[config.mk]
export PLATFORM = sky130hd
export DESIGN_NAME = uart_rx_oversample
export DESIGN_NICKNAME = d
export VERILOG_FILES = /design/src/rtl/uart_pkg.sv /design/src/rtl/uart_sync_edge.sv /design/src/rtl/uart_rx_oversample.sv
export SDC_FILE = /design/constraint.sdc
export NUM_CORES = 1
export LEC_CHECK = 0
export CAP_MARGIN = 20
export CORE_MARGIN = 2
export CORE_UTILIZATION = 42
export CTS_BUF_LIST = sky130_fd_sc_hd__clkbuf_4
export CTS_CLUSTER_SIZE = 30
export DETAILED_ROUTE_END_ITERATION = 16
export GPL_TIMING_DRIVEN = 0
export PLACE_DENSITY_LB_ADDON = 0.1
export SYNTH_ARGS = -nofsm -noshare
export SYNTH_HDL_FRONTEND = slang
export SYNTH_SLANG_ARGS = --single-unit
[constraint.sdc]
create_clock -name clk -period 2.6 [get_ports clk]
set_clock_uncertainty 0.15 [all_clocks]
set_input_delay 0.78 -clock clk [delete_from_list [all_inputs] [get_ports clk]]
set_output_delay 0.78 -clock clk [all_outputs]
set_load 0.01 [all_outputs]
[src/rtl/uart_pkg.sv]
// Shared UART definitions: receiver FSM states, default frame constants used by
// both the transmit and receive paths, and a counter-width helper.
package uart_pkg;

  typedef enum logic [2:0] {
    IDLE   = 3'd0,
    START  = 3'd1,
    DATA   = 3'd2,
    PARITY = 3'd3,
    STOP   = 3'd4
  } state_e;

  localparam int DEFAULT_DATA_BITS   = 8;
  localparam int DEFAULT_OVERSAMPLE  = 16;
  localparam int DEFAULT_SYNC_STAGES = 2;

  // Width of a counter that must hold values 0 .. max_count-1 (never below 1 bit).
  function automatic int cnt_width(input int max_count);
    return (max_count < 2) ? 1 : $clog2(max_count);
  endfunction

  localparam int DEFAULT_TICK_CNT_W = cnt_width(DEFAULT_OVERSAMPLE);
  localparam int DEFAULT_BIT_CNT_W  = cnt_width(DEFAULT_DATA_BITS);

endpackage

[src/rtl/uart_sync_edge.sv]
// Multi-flop synchronizer for an asynchronous, idle-high input with a
// falling-edge detector on the synchronized value. All flops reset to 1 so a
// reset never manufactures an edge.
module uart_sync_edge #(
  parameter int STAGES = 2
) (
  input  logic clk,
  input  logic reset_n,
  input  logic d_i,
  output logic sync_o,
  output logic fall_o
);

  logic [STAGES-1:0] sync_q;
  logic              prev_q;

  // Shift the raw input through the synchronizer and keep one delayed copy.
  always_ff @(posedge clk or negedge reset_n) begin
    if (!reset_n) begin
      sync_q <= '1;
      prev_q <= 1'b1;
    end else begin
      sync_q <= {sync_q[STAGES-2:0], d_i};
      prev_q <= sync_q[STAGES-1];
    end
  end

  assign sync_o = sync_q[STAGES-1];
  assign fall_o = prev_q & ~sync_q[STAGES-1];

endmodule

[src/rtl/uart_rx_oversample.sv]
// Oversampling UART receiver (8N1 by default). Samples the synchronized line on
// the decimator's tick_en, recovers frames and hands bytes out via valid/ready.
// Optional even-parity bit and parity_err output when UART_RX_PARITY_EN is defined.
module uart_rx_oversample
  import uart_pkg::*;
#(
  parameter int DATA_BITS   = DEFAULT_DATA_BITS,
  parameter int OVERSAMPLE  = DEFAULT_OVERSAMPLE,
  parameter int SYNC_STAGES = DEFAULT_SYNC_STAGES
) (
  input  logic                 clk,
  input  logic                 reset_n,
  input  logic                 tick_en,
  input  logic                 rxd,
  output logic [DATA_BITS-1:0] rx_data,
  output logic                 rx_valid,
  input  logic                 rx_ready,
  output logic                 framing_err,
  output logic                 overrun,
  input  logic                 overrun_clr
`ifdef UART_RX_PARITY_EN
  ,
  output logic                 parity_err
`endif
);

  localparam int TICK_W = cnt_width(OVERSAMPLE);
  localparam int BIT_W  = cnt_width(DATA_BITS);

  localparam logic [TICK_W-1:0] TICK_HALF = TICK_W'(OVERSAMPLE / 2 - 1);
  localparam logic [TICK_W-1:0] TICK_LAST = TICK_W'(OVERSAMPLE - 1);
  localparam logic [BIT_W-1:0]  BIT_LAST  = BIT_W'(DATA_BITS - 1);

  logic rxd_s;
  logic rxd_fall;

  state_e               state_q, state_d;
  logic [TICK_W-1:0]    tick_cnt_q, tick_cnt_d;
  logic [BIT_W-1:0]     bit_cnt_q, bit_cnt_d;
  logic [DATA_BITS-1:0] shift_q, shift_d;
  logic [DATA_BITS-1:0] rx_data_q, rx_data_d;
  logic                 rx_valid_q, rx_valid_d;
  logic                 framing_err_q, framing_err_d;
  logic                 overrun_q, overrun_d;
  logic                 frame_done;
  logic                 stop_bad;
`ifdef UART_RX_PARITY_EN
  logic                 parity_bit_q, parity_bit_d;
  logic                 parity_err_q, parity_err_d;
  logic                 stop_eval;
`endif

  uart_sync_edge #(
    .STAGES (SYNC_STAGES)
  ) u_sync (
    .clk     (clk),
    .reset_n (reset_n),
    .d_i     (rxd),
    .sync_o  (rxd_s),
    .fall_o  (rxd_fall)
  );

  // State, counters and output registers; everything returns to idle on reset.
  always_ff @(posedge clk or negedge reset_n) begin
    if (!reset_n) begin
      state_q       <= IDLE;
      tick_cnt_q    <= '0;
      bit_cnt_q     <= '0;
      shift_q       <= '0;
      rx_data_q     <= '0;
      rx_valid_q    <= 1'b0;
      framing_err_q <= 1'b0;
      overrun_q     <= 1'b0;
`ifdef UART_RX_PARITY_EN
      parity_bit_q  <= 1'b0;
      parity_err_q  <= 1'b0;
`endif
    end else begin
      state_q       <= state_d;
      tick_cnt_q    <= tick_cnt_d;
      bit_cnt_q     <= bit_cnt_d;
      shift_q       <= shift_d;
      rx_data_q     <= rx_data_d;
      rx_valid_q    <= rx_valid_d;
      framing_err_q <= framing_err_d;
      overrun_q     <= overrun_d;
`ifdef UART_RX_PARITY_EN
      parity_bit_q  <= parity_bit_d;
      parity_err_q  <= parity_err_d;
`endif
    end
  end

  // Frame FSM: IDLE reacts to a line edge on any clk, other states only on ticks.
  always_comb begin
    state_d    = state_q;
    tick_cnt_d = tick_cnt_q;
    bit_cnt_d  = bit_cnt_q;
    shift_d    = shift_q;
    frame_done = 1'b0;
    stop_bad   = 1'b0;
`ifdef UART_RX_PARITY_EN
    parity_bit_d = parity_bit_q;
    stop_eval    = 1'b0;
`endif
    case (state_q)
      IDLE: begin
        if (rxd_fall) begin
          state_d    = START;
          tick_cnt_d = '0;
        end
      end
      START: begin
        if (tick_en) begin
          if (tick_cnt_q == TICK_HALF) begin
            tick_cnt_d = '0;
            if (rxd_s) begin
              state_d = IDLE;
            end else begin
              state_d   = DATA;
              bit_cnt_d = '0;
            end
          end else begin
            tick_cnt_d = tick_cnt_q + 1'b1;
          end
        end
      end
      DATA: begin
        if (tick_en) begin
          if (tick_cnt_q == TICK_LAST) begin
            tick_cnt_d = '0;
            shift_d    = {rxd_s, shift_q[DATA_BITS-1:1]};
            if (bit_cnt_q == BIT_LAST) begin
`ifdef UART_RX_PARITY_EN
              state_d = PARITY;
`else
              state_d = STOP;
`endif
            end else begin
              bit_cnt_d = bit_cnt_q + 1'b1;
            end
          end else begin
            tick_cnt_d = tick_cnt_q + 1'b1;
          end
        end
      end
`ifdef UART_RX_PARITY_EN
      PARITY: begin
        if (tick_en) begin
          if (tick_cnt_q == TICK_LAST) begin
            tick_cnt_d   = '0;
            parity_bit_d = rxd_s;
            state_d      = STOP;
          end else begin
            tick_cnt_d = tick_cnt_q + 1'b1;
          end
        end
      end
`endif
      STOP: begin
        if (tick_en) begin
          if (tick_cnt_q == TICK_LAST) begin
            tick_cnt_d = '0;
            state_d    = IDLE;
`ifdef UART_RX_PARITY_EN
            stop_eval  = 1'b1;
`endif
            if (rxd_s) begin
              frame_done = 1'b1;
            end else begin
              stop_bad = 1'b1;
            end
          end else begin
            tick_cnt_d = tick_cnt_q + 1'b1;
          end
        end
      end
      default: begin
        state_d = IDLE;
      end
    endcase
  end

  // Output handshake, overrun tracking and single-cycle error pulses.
  always_comb begin
    rx_data_d     = rx_data_q;
    rx_valid_d    = rx_valid_q;
    overrun_d     = overrun_q;
    framing_err_d = stop_bad;
`ifdef UART_RX_PARITY_EN
    parity_err_d  = stop_eval & ((^shift_q) ^ parity_bit_q);
`endif
    if (rx_valid_q && rx_ready) begin
      rx_valid_d = 1'b0;
    end
    if (overrun_clr) begin
      overrun_d = 1'b0;
    end
    if (frame_done) begin
      if (!rx_valid_q || rx_ready) begin
        rx_data_d  = shift_q;
        rx_valid_d = 1'b1;
      end else begin
        overrun_d = 1'b1;
      end
    end
  end

  assign rx_data     = rx_data_q;
  assign rx_valid    = rx_valid_q;
  assign framing_err = framing_err_q;
  assign overrun     = overrun_q;
`ifdef UART_RX_PARITY_EN
  assign parity_err  = parity_err_q;
`endif

endmodule
**After elaboration in Yosys (flattened, before gate mapping)**

Cells that the tools add are included.

- Add/subtract/negate cells: 2
- Equal/unequal tests: 17
- Muxes and demuxes: 37
- Bitwise operators: 2
- Reductions and logical operators: 12

Operators with widths:

| operator | count |
|---|---|
| 3-bit 2-to-1 mux | 14 |
| 4-bit 2-to-1 mux | 5 |
| 2-bit inequality test (second input constant) | 10 |
| 1-bit 2-to-1 mux | 14 |
| 3-bit case mux with 4 select lines | 1 |
| 4-bit case mux with 3 select lines | 1 |
| 8-bit AND reduction | 1 |
| 7-bit AND reduction | 1 |
| 3-bit == test (second input constant) | 2 |
| 3-bit case mux with 2 select lines | 1 |
| 4-bit by 1-bit adder with 4-bit output (second input constant) | 1 |
| 4-bit by 3-bit == test with 1-bit output (second input constant) | 1 |
| 4-bit == test (second input constant) | 1 |
| 4-bit AND reduction | 1 |
| 3-bit by 1-bit adder with 3-bit output (second input constant) | 1 |
| 3-bit by 1-bit == test with 1-bit output (second input constant) | 1 |
| 3-bit by 2-bit == test with 1-bit output (second input constant) | 1 |
| 3-bit zero test | 1 |
| 3-bit AND reduction | 1 |
| 3-bit nonzero test | 1 |
| 2-bit 2-to-1 mux | 1 |
| 2-bit by 1-bit inequality test with 1-bit output (second input constant) | 1 |
| 2-bit AND reduction | 1 |
| 2-bit nonzero test | 1 |
| 6 further kinds | 6 |

- Register bits: 32
- Bits of input ports: 6
- Output and inout port bits: 11
- Word-level logic and storage cells: 80

**Depth between registers and ports, before layout**

Gate-level depths: netlist of the first run.

- Depth after elaboration: 5
- Depth in mapped cells: 6

**Hierarchy**

From an unflattened synthesis of the first run, not the netlist that was laid out.

- Cell total of the unflattened synthesis: 123
- Area total of the unflattened synthesis: 1592.8 µm²

Modules (own cells, without submodules):

| module | instances | cells each | area an instance (µm²) | seq. area each (µm²) |
|---|---|---|---|---|
| uart_rx_oversample | 1 | 119 | 1500.2 | 725.7 |
| uart_sync_edge | 1 | 4 | 92.6 | 78.8 |

**Worst setup path after synthesis of the first run**

Ideal clock, no wire load.

- Kind: input to register
- Start point: input port tick_en
- End point: register rx_data_q[0] (netlist: rx_data[0])
- Setup time: 0.125 ns
- Arrival: 1.692 ns
- Data required time: 2.325 ns
- Slack: 0.633 ns
- Stages: 5
- Buffers on the path: 1
- Path through: and4_1 nand4_1 nand2b_1 buf_2 mux2_2

- Cells in the longest elaborated chain, start to end: 3

RTL lines:

| what | RTL line | RTL |
|---|---|---|
| start: declaration | uart_rx_oversample.sv:13 | `input logic tick_en,` |
| 1-bit 2-to-1 mux | uart_rx_oversample.sv:161 | `if (tick_en) begin` |
| 1-bit 2-to-1 mux | uart_rx_oversample.sv:106 | `case (state_q)` |
| 2-bit AND reduction (no line) | -- |  |
| end signal: assignment | uart_rx_oversample.sv:83 | `rx_data_q <= rx_data_d;` |
| end: declaration | uart_rx_oversample.sv:41 | `logic [DATA_BITS-1:0] rx_data_q, rx_data_d;` |

Every way passes these cells.
A chain may end at the register's enable or synchronous reset.

**Worst setup path in the final report of the first run**

- Start point: input port tick_en
- End point: register rx_data_q[5] (netlist: rx_data[5])

Same word-level chain as after synthesis.

==> impl_metrics.py, run 1 <==
metrics = {
    "synth": {
        "ys_ff_latch": 32,
        "synthXorXnorAreaFrac": 0.0115,
        "yosysMostFrequentCell": "dfrtp_1",
        "synthSimpleGateAreaFrac": 0.147,
        "synth_top_family_by_area": "simple AND/OR/NAND/NOR gates",
        "yosysWarnings": 0,
        "synth_edf_count": 0,
        "ys.flop_type": "dfrtp_1",
        "ys_async_sr_fraction": 1.00,
        "synthAdderAreaFrac": 0.0247,
        "syn_area_per_cell_um2": 12.4,
        "synth_area_leader_cell": "dfrtp_1",
        "yosysSeqAreaShare": 0.529,
        "synthDistinctLibCells": 41,
        "yosys-top-cells-count": "29 x dfrtp_1, 17 x mux2_2, 6 x nand2b_1",
        "syn_inst": 123,
        "synthTopCellsByArea": "dfrtp_1 48%, mux2_2 13%, dfstp_2 5.2%",
        "synth_compound_area_frac": 0.118,
        "synth_mux_area_frac": 0.142,
        "synth_area_um2": 1520,
        "synth_nets": 132,
        "yosys.area.top_type_share": 0.477,
    },
    "critical_path": {
        "reg2reg_from": "tick_cnt_q[0]",
        "worst-path-buf-inv": 2,
        "rr_worst_depth": 5,
        "cp_top_family": "buffers and inverters",
        "worstPathCellList": "clkdlybuf4s50_1 -> and4_1 -> nand4_1 -> nand2b_1 -> buf_2 -> mux2_2",
        "path_class": "primary input to flip-flop",
        "worst_ep_arrival_time_ps": 2450,
        "end_kind": "flip-flop",
        "critPathMaxFanout": 8,
        "r2r-end": "shift_q[2]",
        "cpPeakStageDelay_ps": 610,
        "rrSetupSlack_ps": 460,
        "cp-start-kind": "primary input",
        "slowest_stage": "clkdlybuf4s50_1",
        "required_ps": 2670,
    },
    "clocking": {
        "path_clk_slew_ps": 100,
        "ctsHoldBuffers": 0,
        "clock_path_buffers": 2,
        "cts_tree": "built",
        "cts_max_level": 2,
        "root_buffer": "clkbuf_4",
        "numCtsBuffers": 5,
        "insertion_delay_ps": 330,
        "cts_resized": 0,
        "clock-sinks": 32,
        "cts_setup_buffers": 0,
    },
    "global_route": {
        "antenna_found_initial": 0,
        "grt_start_max_net_pins": 23,
        "grt_pass1_vias": 1040,
        "grt_pass1_wl_um": 4860,
        "grt_overflow": 0,
        "track_usage": 0.153,
    },
    "route": {
        "wirelength_um": 2680,
        "drc": 0,
        "via_per_inst": 5.32,
        "dr.pass1.iters": 4,
        "drt.antenna.violating_nets": 0,
        "wl_per_cell_um": 13.8,
        "vias": 1033,
        "drt_iter0_drc": 38,
    },
    "hold_path": {
        "hp-start": "u_sync.sync_q[0]",
        "hold_end": "u_sync.sync_q[1]",
        "hp-class": "flip-flop to flip-flop",
        "hold_depth": 0,
    },
    "placed_design": {
        "port_buffers": 16,
        "place_congestion": 0.804,
        "placed_area_um2": 1770,
        "hpwl_um": 1910,
    },
    "sta": {
        "fmax_ghz": 0.420,
        "slew_viol_final": 0,
        "finalHoldViolCount": 0,
        "period_share": 0.916,
        "period_needed_ps": 2380,
        "rsz0062_at_grt": "no",
        "max_slew_margin": 0.589,
        "setup_violations": 0,
        "tightest_slew_ps": 614,
    },
    "floorplanning": {
        "io_pins": 17,
        "die_h_um": 64.2,
        "die_x_um": 64.2,
        "core_area_um2": 3420,
        "row_count": 21,
        "initial_core_util": 0.445,
        "fp.dieArea_um2": 4120,
    },
    "power": {
        "power_mw": 1.16,
        "power_frac_seq": 0.501,
        "leakage_nw": 0.848,
        "ir_drop_mv": 0.321,
        "p_sw_mw": 0.374,
        "p_int_mw": 0.784,
        "p_per_area_nw_per_um2": 636,
        "p_comb_frac": 0.257,
        "clkPwrFrac": 0.242,
        "switching_share": 0.323,
    },
    "cells_and_area": {
        "postLayoutCoreUtil": 0.533,
        "areaGrowthSynthToFinish_pct": 19.8,
        "diodes": 0,
        "layout.nets": 156,
        "layout-drive-gt1-share": 0.277,
        "design_area_um2": 1820,
    },
    "status": {
        "status": "complete, no violations",
    },
    "flow_run": {
        "cap_violations": 0,
    },
}
==> area by class of cell <==
class | instances | area, um^2
fill | 299 | 1590
clock buffer | 5 | 37.5
multi-input combinational | 83 | 674
timing repair buffer | 17 | 188
sequential | 32 | 805
buffer | 5 | 30.0
clock inverter | 3 | 18.8
inverter | 3 | 11.3
tap | 46 | 57.6
==> kinds of logic after synthesis <==
kind of cell    Yosys count
fa+ha+maj                 3
xor+xnor                  2
buf+inv                   8
simple gates             38
flops                    32
compound gates           21
mux                      19
==> how the worst max path moves through the flow <==
stage                     startpoint    endpoint  depth (start not counted)
after floorplan              tick_en  rx_data[0]                          5
after global placement       tick_en  rx_data[4]                          6
after detailed placement     tick_en  rx_data[5]                          6
after CTS                    tick_en  rx_data[5]                          6
after global routing         tick_en  rx_data[5]                          6
final                        tick_en  rx_data[5]                          6
==> cells in the final DEF, fill, tap and decap left out, types with 2 or more instances in the layout <==
cell type        instances
ha_1                     3
dfstp_2                  3
o21ai_0                  5
inv_1                    3
mux2_2                  17
a211o_1                  2
and3_1                   2
nand3_1                  4
nor3_1                   4
nand4_1                  2
dfrtp_1                 29
a22o_1                   2
nand2b_1                 6
xor2_1                   2
clkbuf_4                 5
clkinv_2                 2
nor2_1                   5
buf_2                    3
nand2_1                  5
and2_1                   2
clkdlybuf4s50_1         16
a21oi_1                  2
==> flip-flops by register name, summed over array words and instances, names as in the netlist <==
| signal | cells |
|---|---|
| state_q | 3 |
| bit_cnt_q | 3 |
| shift_q | 8 |
| u_sync.prev_q | 1 |
| u_sync.sync_q | 2 |
| tick_cnt_q | 4 |
| rx_data | 8 |
| rx_valid | 1 |
| framing_err | 1 |
| overrun | 1 |
==> per-layer routing <==
layer | vias to the layer above | track usage | part of all wire
li1 | 502 | - | -
met1 | 502 | 0.215 | 0.51
met2 | 20 | 0.219 | 0.43
met3 | 9 | 0.0405 | 0.037
met4 | 0 | 0.0718 | 0.022
met5 | - | 0 | 0
==> per-stage QoR <==
step / TNS [ps] / instances / setup slack [ps] / hold WS, ps
finish: 0 / 194 / 219 / 213
global route: 0 / 194 / 147 / 217
CTS: 0 / 194 / 223 / 215
detailed placement: -1650 / 186 / -140 / 199
global placement: -1170 / 185 / -102 / 197
floorplan: 0 / 123 / 633 / 195
==> power groups by stage <==
stage / Combinational, mW / Sequential, mW / Clock [mW]
2_1_floorplan: 0.233 / 0.580 / 0
5_1_grt: 0.337 / 0.589 / 0.322
6_report: 0.298 / 0.580 / 0.280
3_5_place_dp: 0.299 / 0.588 / 0
3_3_place_gp: 0.287 / 0.587 / 0
4_1_cts: 0.299 / 0.579 / 0.295
Power figures use the tool's default switching activity.
==> inputs of run 2 (changes only) <==
Settings changed: PLACE_DENSITY set to 0.6, PLACE_DENSITY_LB_ADDON 0.1 to unset.
==> impl_metrics.py, run 2 (same netlist as run 1, synthesis figures left out) <==
metrics = {
    "route": {
        "drt.antenna.violating_nets": 0,
        "drc": 0,
        "via_per_inst": 5.34,
        "wirelength_um": 2600,
        "drt_iter0_drc": 35,
        "wl_per_cell_um": 13.4,
        "dr.pass1.iters": 4,
        "vias": 1035,
    },
    "clocking": {
        "cts_tree": "built",
        "numCtsBuffers": 5,
        "cts_resized": 0,
        "cts_max_level": 2,
        "insertion_delay_ps": 330,
        "cts_setup_buffers": 0,
        "ctsHoldBuffers": 0,
        "clock_path_buffers": 2,
        "root_buffer": "clkbuf_4",
        "path_clk_slew_ps": 100,
        "clock-sinks": 32,
    },
    "hold_path": {
        "hp-class": "flip-flop to flip-flop",
        "hp-start": "u_sync.sync_q[0]",
    },
    "cells_and_area": {
        "layout-drive-gt1-share": 0.277,
        "layout.nets": 156,
        "layout_common_cells": "29 x dfrtp_1, 17 x mux2_2, 16 x clkdlybuf4s50_1, 6 x nand2b_1",
        "mostFrequentLayoutCell": "dfrtp_1",
        "fill_cells": 309,
        "design_area_um2": 1850,
        "multi_input_area_um2": 674,
        "seqCellArea_um2": 805,
        "diodes": 0,
        "areaGrowthSynthToFinish_pct": 21.4,
    },
    "power": {
        "p_per_area_nw_per_um2": 680,
        "leakage_nw": 0.854,
        "ir_drop_mv": 0.492,
    },
    "sta": {
        "rsz0062_at_grt": "no",
        "tightest_slew_ps": 615,
        "period_share": 0.895,
        "hold_ws_ps": 212,
        "slew_viol_final": 0,
        "period_needed_ps": 2330,
        "fmax_ghz": 0.430,
        "finalHoldViolCount": 0,
        "setup_violations": 0,
        "max_slew_margin": 0.588,
    },
    "critical_path": {
        "cp-endpoint": "rx_data[6]",
        "worst_ep_arrival_time_ps": 2400,
        "r2r-end": "shift_q[6]",
        "cp_top_family": "buffers and inverters",
        "path_class": "primary input to flip-flop",
        "rr_worst_depth": 5,
        "cp-start-kind": "primary input",
        "required_ps": 2670,
        "crit_start": "tick_en",
        "worstPathCellList": "clkdlybuf4s50_1 -> and4_1 -> nand4_1 -> nand2b_1 -> buf_2 -> mux2_2",
        "end_kind": "flip-flop",
        "slowest_stage": "clkdlybuf4s50_1",
        "worst-path-buf-inv": 2,
        "rrSetupSlack_ps": 490,
        "worstSetupPathDepth": 6,
        "critPathMaxFanout": 8,
        "reg2reg_from": "tick_cnt_q[0]",
        "cpPeakStageDelay_ps": 590,
    },
    "status": {
        "status": "complete, no violations",
    },
    "global_route": {
        "track_usage": 0.149,
        "use_met3": 0.0405,
        "grt_pass1_wl_um": 4650,
        "grt_pass1_vias": 1039,
        "grt-busiest-layer": "met2",
        "grt_use_met2": 0.238,
        "antenna_found_initial": 0,
        "grt_start_max_net_pins": 22,
        "globalRouteMet1Util": 0.186,
        "grt_overflow": 0,
    },
    "floorplanning": {
        "core_area_um2": 3420,
        "io_pins": 17,
        "row_count": 21,
        "initial_core_util": 0.445,
        "die_h_um": 64.2,
        "fp.dieArea_um2": 4120,
        "die_x_um": 64.2,
    },
    "placed_design": {
        "port_buffers": 16,
        "place_congestion": 0.788,
        "hpwl_um": 1890,
        "placed_area_um2": 1770,
    },
    "flow_run": {
        "cap_violations": 0,
    },
}
==> run 2: cell count changes in the layout (fill, tap and decap cells not counted), sizes merged <==
cell      change
bufinv        +1
clkinv        -2
clkinvlp      +1
==> run 2: area by class of cell <==
cell class | instances | share of cell area
sequential | 32 | 0.436
multi-input combinational | 83 | 0.365
timing repair buffer | 17 | 0.102
tap | 46 | 0.0312
clock inverter | 3 | 0.0231
clock buffer | 5 | 0.0203
buffer | 5 | 0.0163
inverter | 3 | 0.00610
==> run 2: power by group <==
part / internal, mW / switching [mW]
Sequential: 0.538 / 0.0416
Clock: 0.200 / 0.174
Combinational: 0.143 / 0.157
Total: 0.881 / 0.373
==> run 2: worst min-delay path by stage <==
stage          cells past startpoint  slack, ps          endpoint
4_1_cts                            0        210  u_sync.sync_q[1]
3_5_place_dp                       0        200  u_sync.sync_q[1]
5_1_grt                            0        220  u_sync.sync_q[1]
2_1_floorplan                      0        200  u_sync.sync_q[1]
6_report                           0        210  u_sync.sync_q[1]
3_3_place_gp                       0        200  u_sync.sync_q[1]
==> run 2: per-layer routing <==
| metal | wire length, um | up-vias |
|---|---|---|
| met4 | 36 | 0 |
| met1 | 1170 | 508 |
| li1 | - | 500 |
| met2 | 1270 | 23 |
| met5 | 0 | - |
| met3 | 117 | 4 |
==> run 2: per-stage QoR <==
step	util	setup TNS [ps]	setup WS (ps)	cells	power, mW
CTS	0.540	0	266	194	1.27
detailed placement	0.517	-1070	-99.0	186	0.887
global placement	0.509	-655	-67.0	185	0.880
global route	0.540	0	180	194	1.33
floorplan	-	0	633	123	0.812
finish	0.540	0	273	194	1.25
==> inputs of run 3 (changes only) <==
Settings changed: TNS_END_PERCENT set to 50.
==> results of run 3 <==
The final DEF is identical to that of run 2; final timing and power are the same.
